===== config.mk =====
export PLATFORM = sky130hd
export DESIGN_NAME = glb_bank_arbiter
export DESIGN_NICKNAME = d
export VERILOG_FILES = /design/src/rtl/glb_bank_arbiter.sv
export SDC_FILE = /design/constraint.sdc
export NUM_CORES = 1
export LEC_CHECK = 0
export CORE_AREA = 3 3 227 229
export DETAILED_ROUTE_END_ITERATION = 12
export DIE_AREA = 0 0 230 232
export DONT_BUFFER_PORTS = 1
export GPL_TIMING_DRIVEN = 0
export PLACE_DENSITY = 0.3
export SYNTH_ARGS = -nofsm -noshare
export SYNTH_HDL_FRONTEND = slang
export SYNTH_SLANG_ARGS = --single-unit

===== constraint.sdc =====
create_clock -name clk -period 2.95 [get_ports clk]
set_clock_uncertainty 0.2 [all_clocks]
set_input_delay 0.4425 -clock clk [delete_from_list [all_inputs] [get_ports clk]]
set_output_delay 0.4425 -clock clk [all_outputs]
set_load 0.1 [all_outputs]

===== src/rtl/glb_bank_arbiter.sv =====
// Round-robin arbiter sharing one GLB bank SRAM port among NUM_REQ requesters.
// Registers the bank command and routes read data back to the issuing requester.
module glb_bank_arbiter #(
    parameter int NUM_REQ         = 4,
    parameter int BANK_ADDR_WIDTH = 17,
    parameter int BANK_DATA_WIDTH = 64,
    parameter int BANK_RD_LATENCY = 1
) (
    input  logic                                  clk,
    input  logic                                  reset,
    input  logic [NUM_REQ-1:0]                    req_valid,
    input  logic [NUM_REQ-1:0]                    req_wr,
    input  logic [NUM_REQ*BANK_ADDR_WIDTH-1:0]    req_addr,
    input  logic [NUM_REQ*BANK_DATA_WIDTH-1:0]    req_wdata,
    input  logic [NUM_REQ*(BANK_DATA_WIDTH/8)-1:0] req_wstrb,
    output logic [NUM_REQ-1:0]                    req_ready,
    output logic                                  bank_en,
    output logic                                  bank_wr,
    output logic [BANK_ADDR_WIDTH-1:0]            bank_addr,
    output logic [BANK_DATA_WIDTH-1:0]            bank_wdata,
    output logic [BANK_DATA_WIDTH/8-1:0]          bank_wstrb,
    input  logic [BANK_DATA_WIDTH-1:0]            bank_rdata,
    output logic [NUM_REQ-1:0]                    rsp_valid,
    output logic [BANK_DATA_WIDTH-1:0]            rsp_data
);

    localparam int STRB_W = BANK_DATA_WIDTH / 8;
    localparam int PTR_W  = $clog2(NUM_REQ);
    localparam int PIPE_D = BANK_RD_LATENCY + 1;

    // Handshake: requester i transfers when req_valid[i] && req_ready[i]; it
    // holds valid and payload until then. req_ready is one-hot or zero.
    logic [PTR_W-1:0] rr_ptr;
    logic [PTR_W-1:0] grant_id;
    logic [PTR_W-1:0] cand;
    logic             grant_any;

    always_comb begin
        grant_any = 1'b0;
        grant_id  = '0;
        cand      = '0;
        for (int k = 0; k < NUM_REQ; k++) begin
            cand = PTR_W'((int'(rr_ptr) + k) % NUM_REQ);
            if (!grant_any && req_valid[cand]) begin
                grant_any = 1'b1;
                grant_id  = cand;
            end
        end
        if (reset) begin
            grant_any = 1'b0;
        end
    end

    always_comb begin
        req_ready = '0;
        if (grant_any) begin
            req_ready[grant_id] = 1'b1;
        end
    end

    logic                       sel_wr;
    logic [BANK_ADDR_WIDTH-1:0] sel_addr;
    logic [BANK_DATA_WIDTH-1:0] sel_wdata;
    logic [STRB_W-1:0]          sel_wstrb;

    assign sel_wr    = req_wr[grant_id];
    assign sel_addr  = req_addr[int'(grant_id)*BANK_ADDR_WIDTH +: BANK_ADDR_WIDTH];
    assign sel_wdata = req_wdata[int'(grant_id)*BANK_DATA_WIDTH +: BANK_DATA_WIDTH];
    assign sel_wstrb = req_wstrb[int'(grant_id)*STRB_W +: STRB_W];

    always_ff @(posedge clk) begin
        if (reset) begin
            rr_ptr <= '0;
        end else if (grant_any) begin
            rr_ptr <= (grant_id == PTR_W'(NUM_REQ - 1)) ? '0 : grant_id + 1'b1;
        end
    end

    // Data fields keep their last values between commands; only en/wr drop.
    always_ff @(posedge clk) begin
        if (reset) begin
            bank_en    <= 1'b0;
            bank_wr    <= 1'b0;
            bank_addr  <= '0;
            bank_wdata <= '0;
            bank_wstrb <= '0;
        end else if (grant_any) begin
            bank_en    <= 1'b1;
            bank_wr    <= sel_wr;
            bank_addr  <= sel_addr;
            bank_wdata <= sel_wdata;
            bank_wstrb <= sel_wstrb;
        end else begin
            bank_en <= 1'b0;
            bank_wr <= 1'b0;
        end
    end

    // Stage 0 lines up with the bank command; the tail lines up with bank_rdata.
    logic [PIPE_D-1:0]            pipe_valid;
    logic [PIPE_D-1:0][PTR_W-1:0] pipe_id;

    always_ff @(posedge clk) begin
        if (reset) begin
            pipe_valid <= '0;
            pipe_id    <= '0;
        end else begin
            pipe_valid <= {pipe_valid[PIPE_D-2:0], grant_any && !sel_wr};
            pipe_id    <= {pipe_id[PIPE_D-2:0], grant_id};
        end
    end

    always_ff @(posedge clk) begin
        if (reset) begin
            rsp_valid <= '0;
            rsp_data  <= '0;
        end else begin
            rsp_valid <= '0;
            if (pipe_valid[PIPE_D-1]) begin
                rsp_valid[pipe_id[PIPE_D-1]] <= 1'b1;
                rsp_data                     <= bank_rdata;
            end
        end
    end

endmodule


[Word-level counts from Yosys, hierarchy flattened]
Cells that the tools add are included.
Word-level totals
  output and inout bits: 163
  input bits: 430
  bits in latches: 0
  memory bits (writable): 0
  register bits: 167
  memories kept: 0
  logic and storage cells: 68
  ROM bits: 0
Operators by class
  bitwise gates (word level): 2
  shifts and indexed selects: 3
  eq/ne operators: 1
  divide/modulo/power cells: 0
  reduce and logical (&&, ||, !) cells: 12
  $mul: 1
  add/subtract/negate cells: 4
  multiplexer cells: 26
  magnitude comparators: 8
Operator list (count)
  indexed part select 256 x 9 -> 64 bit: 1
  indexed part select 68 x 8 -> 17 bit: 1
  indexed part select 32 x 6 -> 8 bit: 1
  less-than comparator 2 x 3 -> 1 bit, second input constant: 6
  2-to-1 mux 1 bit: 13
  binary-select mux 1 bit (select 2 bit): 5
  2-to-1 mux 2 bit: 5
  multiplier 2 x 5 -> 7 bit, second input constant: 1
  logical AND 1 bit: 6
  adder 2 x 1 -> 2 bit, second input constant: 2
  adder 2 bit, second input constant: 2
  demux 1 bit (select 2 bit): 2
  greater-or-equal comparator 2 x 1 -> 1 bit, second input constant: 2
  zero test 1 bit: 4
  2-to-1 mux 4 bit: 1
  OR reduction 2 bit: 2
  equality test 2 bit, second input constant: 1
  inverter 1 bit: 2

[Longest topological paths before layout]
  depth after elaboration: 17
  gate-level depth with buffers: 8
  depth with buffers taken out: 6

[Least setup slack after synthesis]
Ideal clock, no wire load.
  path type: input-to-output
  from: in req_valid[2]
  to: out req_ready[0]
  setup slack: 0.126 ns
  data required time: 2.308 ns
  stages on the path: 7
  path buffers: 1
  arrival time: 2.182 ns
  cell sequence: nor2b_1 > a21o_1 > a211oi_4 > inv_2 > clkbuf_1 > ha_1 > and2_1
On the way
  word-level cells in the longest chain between the ends: 17
  elaborated cells on any way between the ends: 29
  those cells by class: order compare (2); mux (20); reduce/logical (7)
Ends and longest elaborated chain
  start, declared: RTL line 11  | input logic [NUM_REQ-1:0] req_valid,
  binary-select mux 1 bit (select 2 bit): RTL line 44  | if (!grant_any && req_valid[cand]) begin
  2-to-1 mux 1 bit (not written as such): RTL line 44
  2-to-1 mux 1 bit: RTL line 44
  zero test 1 bit: RTL line 44
  logical AND 1 bit: RTL line 44
  2-to-1 mux 1 bit: RTL line 44
  zero test 1 bit: RTL line 44
  logical AND 1 bit: RTL line 44
  [2 not listed]
  logical AND 1 bit: RTL line 44
  2-to-1 mux 2 bit (*): RTL line 44
  named net grant_id[0]: RTL line 34  | logic [PTR_W-1:0] grant_id;
  less-than comparator 2 x 3 -> 1 bit (not written as such) or greater-or-equal comparator 2 x 1 -> 1 bit (tied branches): RTL line 57  | req_ready[grant_id] = 1'b1;
  logical AND 1 bit (not written as such): RTL line 57
  2-to-1 mux 1 bit (not written as such): RTL line 57
  demux 1 bit (select 2 bit) (*): RTL line 57
  2-to-1 mux 4 bit (*): RTL line 56  | if (grant_any) begin
  end, declared: RTL line 16  | output logic [NUM_REQ-1:0] req_ready,
The timed path passes the listed nets; every way through them passes the cells marked *. The select of a mux whose other input is x is not followed.

[Worst setup path in the final report]
  from: reg rr_ptr[0]
  to: reg bank_wdata[30]
On the way
  word-level cells in the longest chain between the ends: 13
  elaborated cells on any way between the ends: 27
  those cells by class: add/sub (3); shift (1); mux (17); reduce/logical (6)
Ends and longest elaborated chain
  start, declared: RTL line 33  | logic [PTR_W-1:0] rr_ptr;
  start signal, assigned: RTL line 75  | rr_ptr <= (grant_id == PTR_W'(NUM_REQ - 1)) ? '0 : grant_id + 1'b1;
  branches (longest 13 deep; another with adder 2 x 1 -> 2 bit)
  end signal, assigned: RTL line 91  | bank_wdata <= sel_wdata;
  end, declared: RTL line 20  | output logic [BANK_DATA_WIDTH-1:0] bank_wdata,
Several ways; the timed one is not identified. The select of a mux whose other input is x is not followed.
A chain may end at the register's enable or synchronous reset.

==> results.py <==
metrics = {
    "power": {
        "leakage_uw": 0.00463,
        "finalPower_uw": 9910,
        "power_density_nw_per_um2": 752,
        "ir_drop_mv": 0.398,
    },
    "setup_path": {
        "cp_data_required_time_ns": 3.10,
        "slowest_delay_ns": 0.58,
        "critPathLaunch": "rr_ptr[0]",
        "cp_max_fo": 10,
        "r2r_start": "rr_ptr[0]",
        "critPathArrivalTime_ns": 2.97,
        "setup.worst_path.class": "flop to flop",
        "slowest_stage": "dlygate4sd3_1",
        "crit_chain": "nand2b_1 -> a21oi_4 -> buf_12 -> nor2_4 -> buf_4 -> buf_4 -> mux2i_1 -> dlygate4sd3_1 -> o211ai_1",
        "critical_path.top_delay_family": "buffers and inverters",
        "reg2reg_depth": 9,
        "critical_path_cell_count": 9,
        "cp_num_buf_inv": 4,
        "crit_path_end_kind": "flop",
        "startpoint_type": "flop",
        "crit_top_cell": "buf_4",
    },
    "global_routing": {
        "track_usage_pct": 16.9,
        "grt_start_max_net_pins": 19,
        "grt_pass1_wl_um": 65700,
        "overflow": 0,
        "grt_pass1_vias": 9746,
        "antenna_found_initial": 11,
    },
    "sta": {
        "maxSlewViolCount": 0,
        "finalHoldViolCount": 0,
        "max_freq_ghz": 0.355,
        "tightest_slew_ns": 1.16,
        "final-setup-viol-count": 0,
        "holdWs_ns": 0.0389,
        "period_needed_ns": 2.82,
        "rsz0062_at_grt": "yes",
        "slew_headroom_pct": 22.4,
        "fin_crit_sh_pct": 95.5,
    },
    "synthesis": {
        "syn_area_um2": 8620,
        "synth-seq-cells": 167,
        "syn_avg_cell_area_um2": 8.74,
        "yosys.area_share.simple_pct": 14.2,
        "ys_seq_area_share_pct": 38.8,
        "syn_nets": 1421,
        "ys_top_cells_by_area": "dfxtp_1, mux2i_1, a211o_1, o211ai_1, nand3_1",
        "synth_area_leader_cell": "dfxtp_1",
        "synthDistinctLibCells": 31,
        "synth_compound_area_share_pct": 23.0,
        "synth_edf_count": 0,
        "synth_async_sr_flop_share_pct": 0,
        "yosysWarnings": 0,
        "synth_top_family_by_area": "compound AO/OA/AOI/OAI gates",
        "synth_xor_area_share_pct": 0,
        "synth_mux_area_share_pct": 17.8,
        "ys.flop_type": "dfxtp_1",
        "synthAdderAreaFrac_pct": 0.580,
        "synth_cells": 987,
        "synth_top_cell_area_share_pct": 38.8,
    },
    "place": {
        "hpwl_um": 35000,
        "gp_congestion": 0.819,
        "dp_cells": 1659,
        "place_area_um2": 9460,
        "port-buffer-count": 0,
    },
    "routing": {
        "viasPerCell": 4.60,
        "routed.top_layer": "met4",
        "vias": 9193,
        "routed_wirelength_um": 46700,
        "antenna_left": 0,
        "met1Wirelength_um": 17600,
        "wl_met3_um": 3810,
        "drc": 0,
        "firstDrtPassIters": 7,
        "wl_met2_um": 23900,
        "wire_per_inst_um": 23.4,
        "drtIter0Drc": 366,
    },
    "cts": {
        "cts-root-buf": "clkbuf_16",
        "htree_levels": 4,
        "cts_tree": "built",
        "numCtsBuffers": 17,
        "cts_buffer_depth": 2,
        "clkSinkCount": 167,
        "clock_latency_ns": 0.49,
        "path_clk_slew_ns": 0.07,
    },
    "floorplan": {
        "pin_count": 593,
        "initial_utilization_pct": 17.3,
        "rows": 82,
        "die_y_um": 232,
        "die_w_um": 230,
        "core_area_um2": 49900,
        "die_area_um2": 53400,
    },
    "finish": {
        "fin_cells": 1999,
        "areaGrowthSynthToFinish_pct": 52.8,
        "nNetsFinal": 1745,
        "layout-drive-gt1-share_pct": 6.57,
        "multiInputGateArea_um2": 4820,
        "fillerInstances": 5433,
        "stdcell_area_um2": 13200,
        "regArea_um2": 3350,
    },
    "run_status": {
        "status": "completed",
    },
    "min_path": {
        "holdCritPathClass": "input port to flop",
        "holdPathStages": 2,
        "hold_start": "req_wdata[152]",
    },
    "run": {
        "drv_cap": 0,
    },
}
## layer usage
| metal | vias to the layer above | track usage, % |
|---|---|---|
| met5 | - | 0 |
| met4 | 0 | 6.18 |
| met3 | 77 | 6.01 |
| met2 | 459 | 30.8 |
| met1 | 4394 | 17.9 |
| li1 | 4263 | - |
## per-stage QoR
stage	worst slack, ns	utilization [%]	TNS (ns)
after floorplan	0.126	-	0
after global placement	-0.760	19.0	-9.30
after detailed placement	-0.802	19.0	-10.77
after CTS	0.0214	26.4	0
after global routing	-0.0256	26.4	-0.0708
final	0.132	26.4	0
## state kept, by name (all words and copies together) (netlist names)
name        flops
bank_wdata     64
rsp_valid       4
pipe_id         4
bank_addr      17
bank_wstrb      8
rsp_data       64
bank_wr         1
pipe_valid      2
rr_ptr          2
bank_en         1
## cell type report
class	instances	area share, %
antenna	3	0.0570
inverter	5	0.142
sequential	167	25.4
multi-input combinational	712	36.5
tap	672	6.38
timing repair buffer	307	23.2
clock inverter	15	1.20
buffer	101	3.80
clock buffer	17	3.23
## repair_timing
item	CTS	global route
endpoints found under the setup margin	6	56
pin swaps	3	0
setup buffers	4	0
hold buffers	303	0
gates resized for setup	19	11
hold endpoints to repair	151	0
## final timing paths
check / end / slack (ns)
min reg2reg: pipe_valid[1] / 0.25
max reg2reg: bank_wdata[30] / 0.13
min: bank_wdata[24] / 0.04
max: bank_wdata[30] / 0.13
## where the power goes
| group | internal, µW | switching [µW] |
|---|---|---|
| clock network | 1130 | 1190 |
| logic | 1100 | 1320 |
| registers | 2580 | 2590 |
## cells in the mapped netlist, types with 5 or more instances
| cell type | number |
|---|---|
| dfxtp_1 | 167 |
| mux2i_1 | 153 |
| nand2_1 | 94 |
| nand3_1 | 93 |
| o21ai_0 | 91 |
| a211o_1 | 90 |
| o211ai_1 | 89 |
| nor2_1 | 70 |
| clkbuf_1 | 52 |
| buf_2 | 26 |
| buf_1 | 12 |
| buf_4 | 11 |
| nor2b_1 | 5 |
## cell families after synthesis
kind of cell               Yosys count
AOI/OAI and AO/OA                  278
adders and majority gates            4
buffers and inverters              108
and+or+nand+nor                    277
muxes                              153
DFF                                167
## layout by cell type (no fill, tap or decap), drive strengths merged, types with 2 or more instances in the layout
cell / count
ha: 4
a21oi: 4
o21ai: 91
buf: 52
nand2b: 2
nand2: 94
a211oi: 2
clkbuf: 70
and2: 4
nor2: 71
a21o: 2
nor4bb: 2
nand3: 93
diode: 3
dfxtp: 167
o211ai: 89
a211o: 90
dlygate4sd3: 303
inv: 14
nor2b: 5
clkinv: 6
mux2i: 153
(Power assumes the default switching activity.)
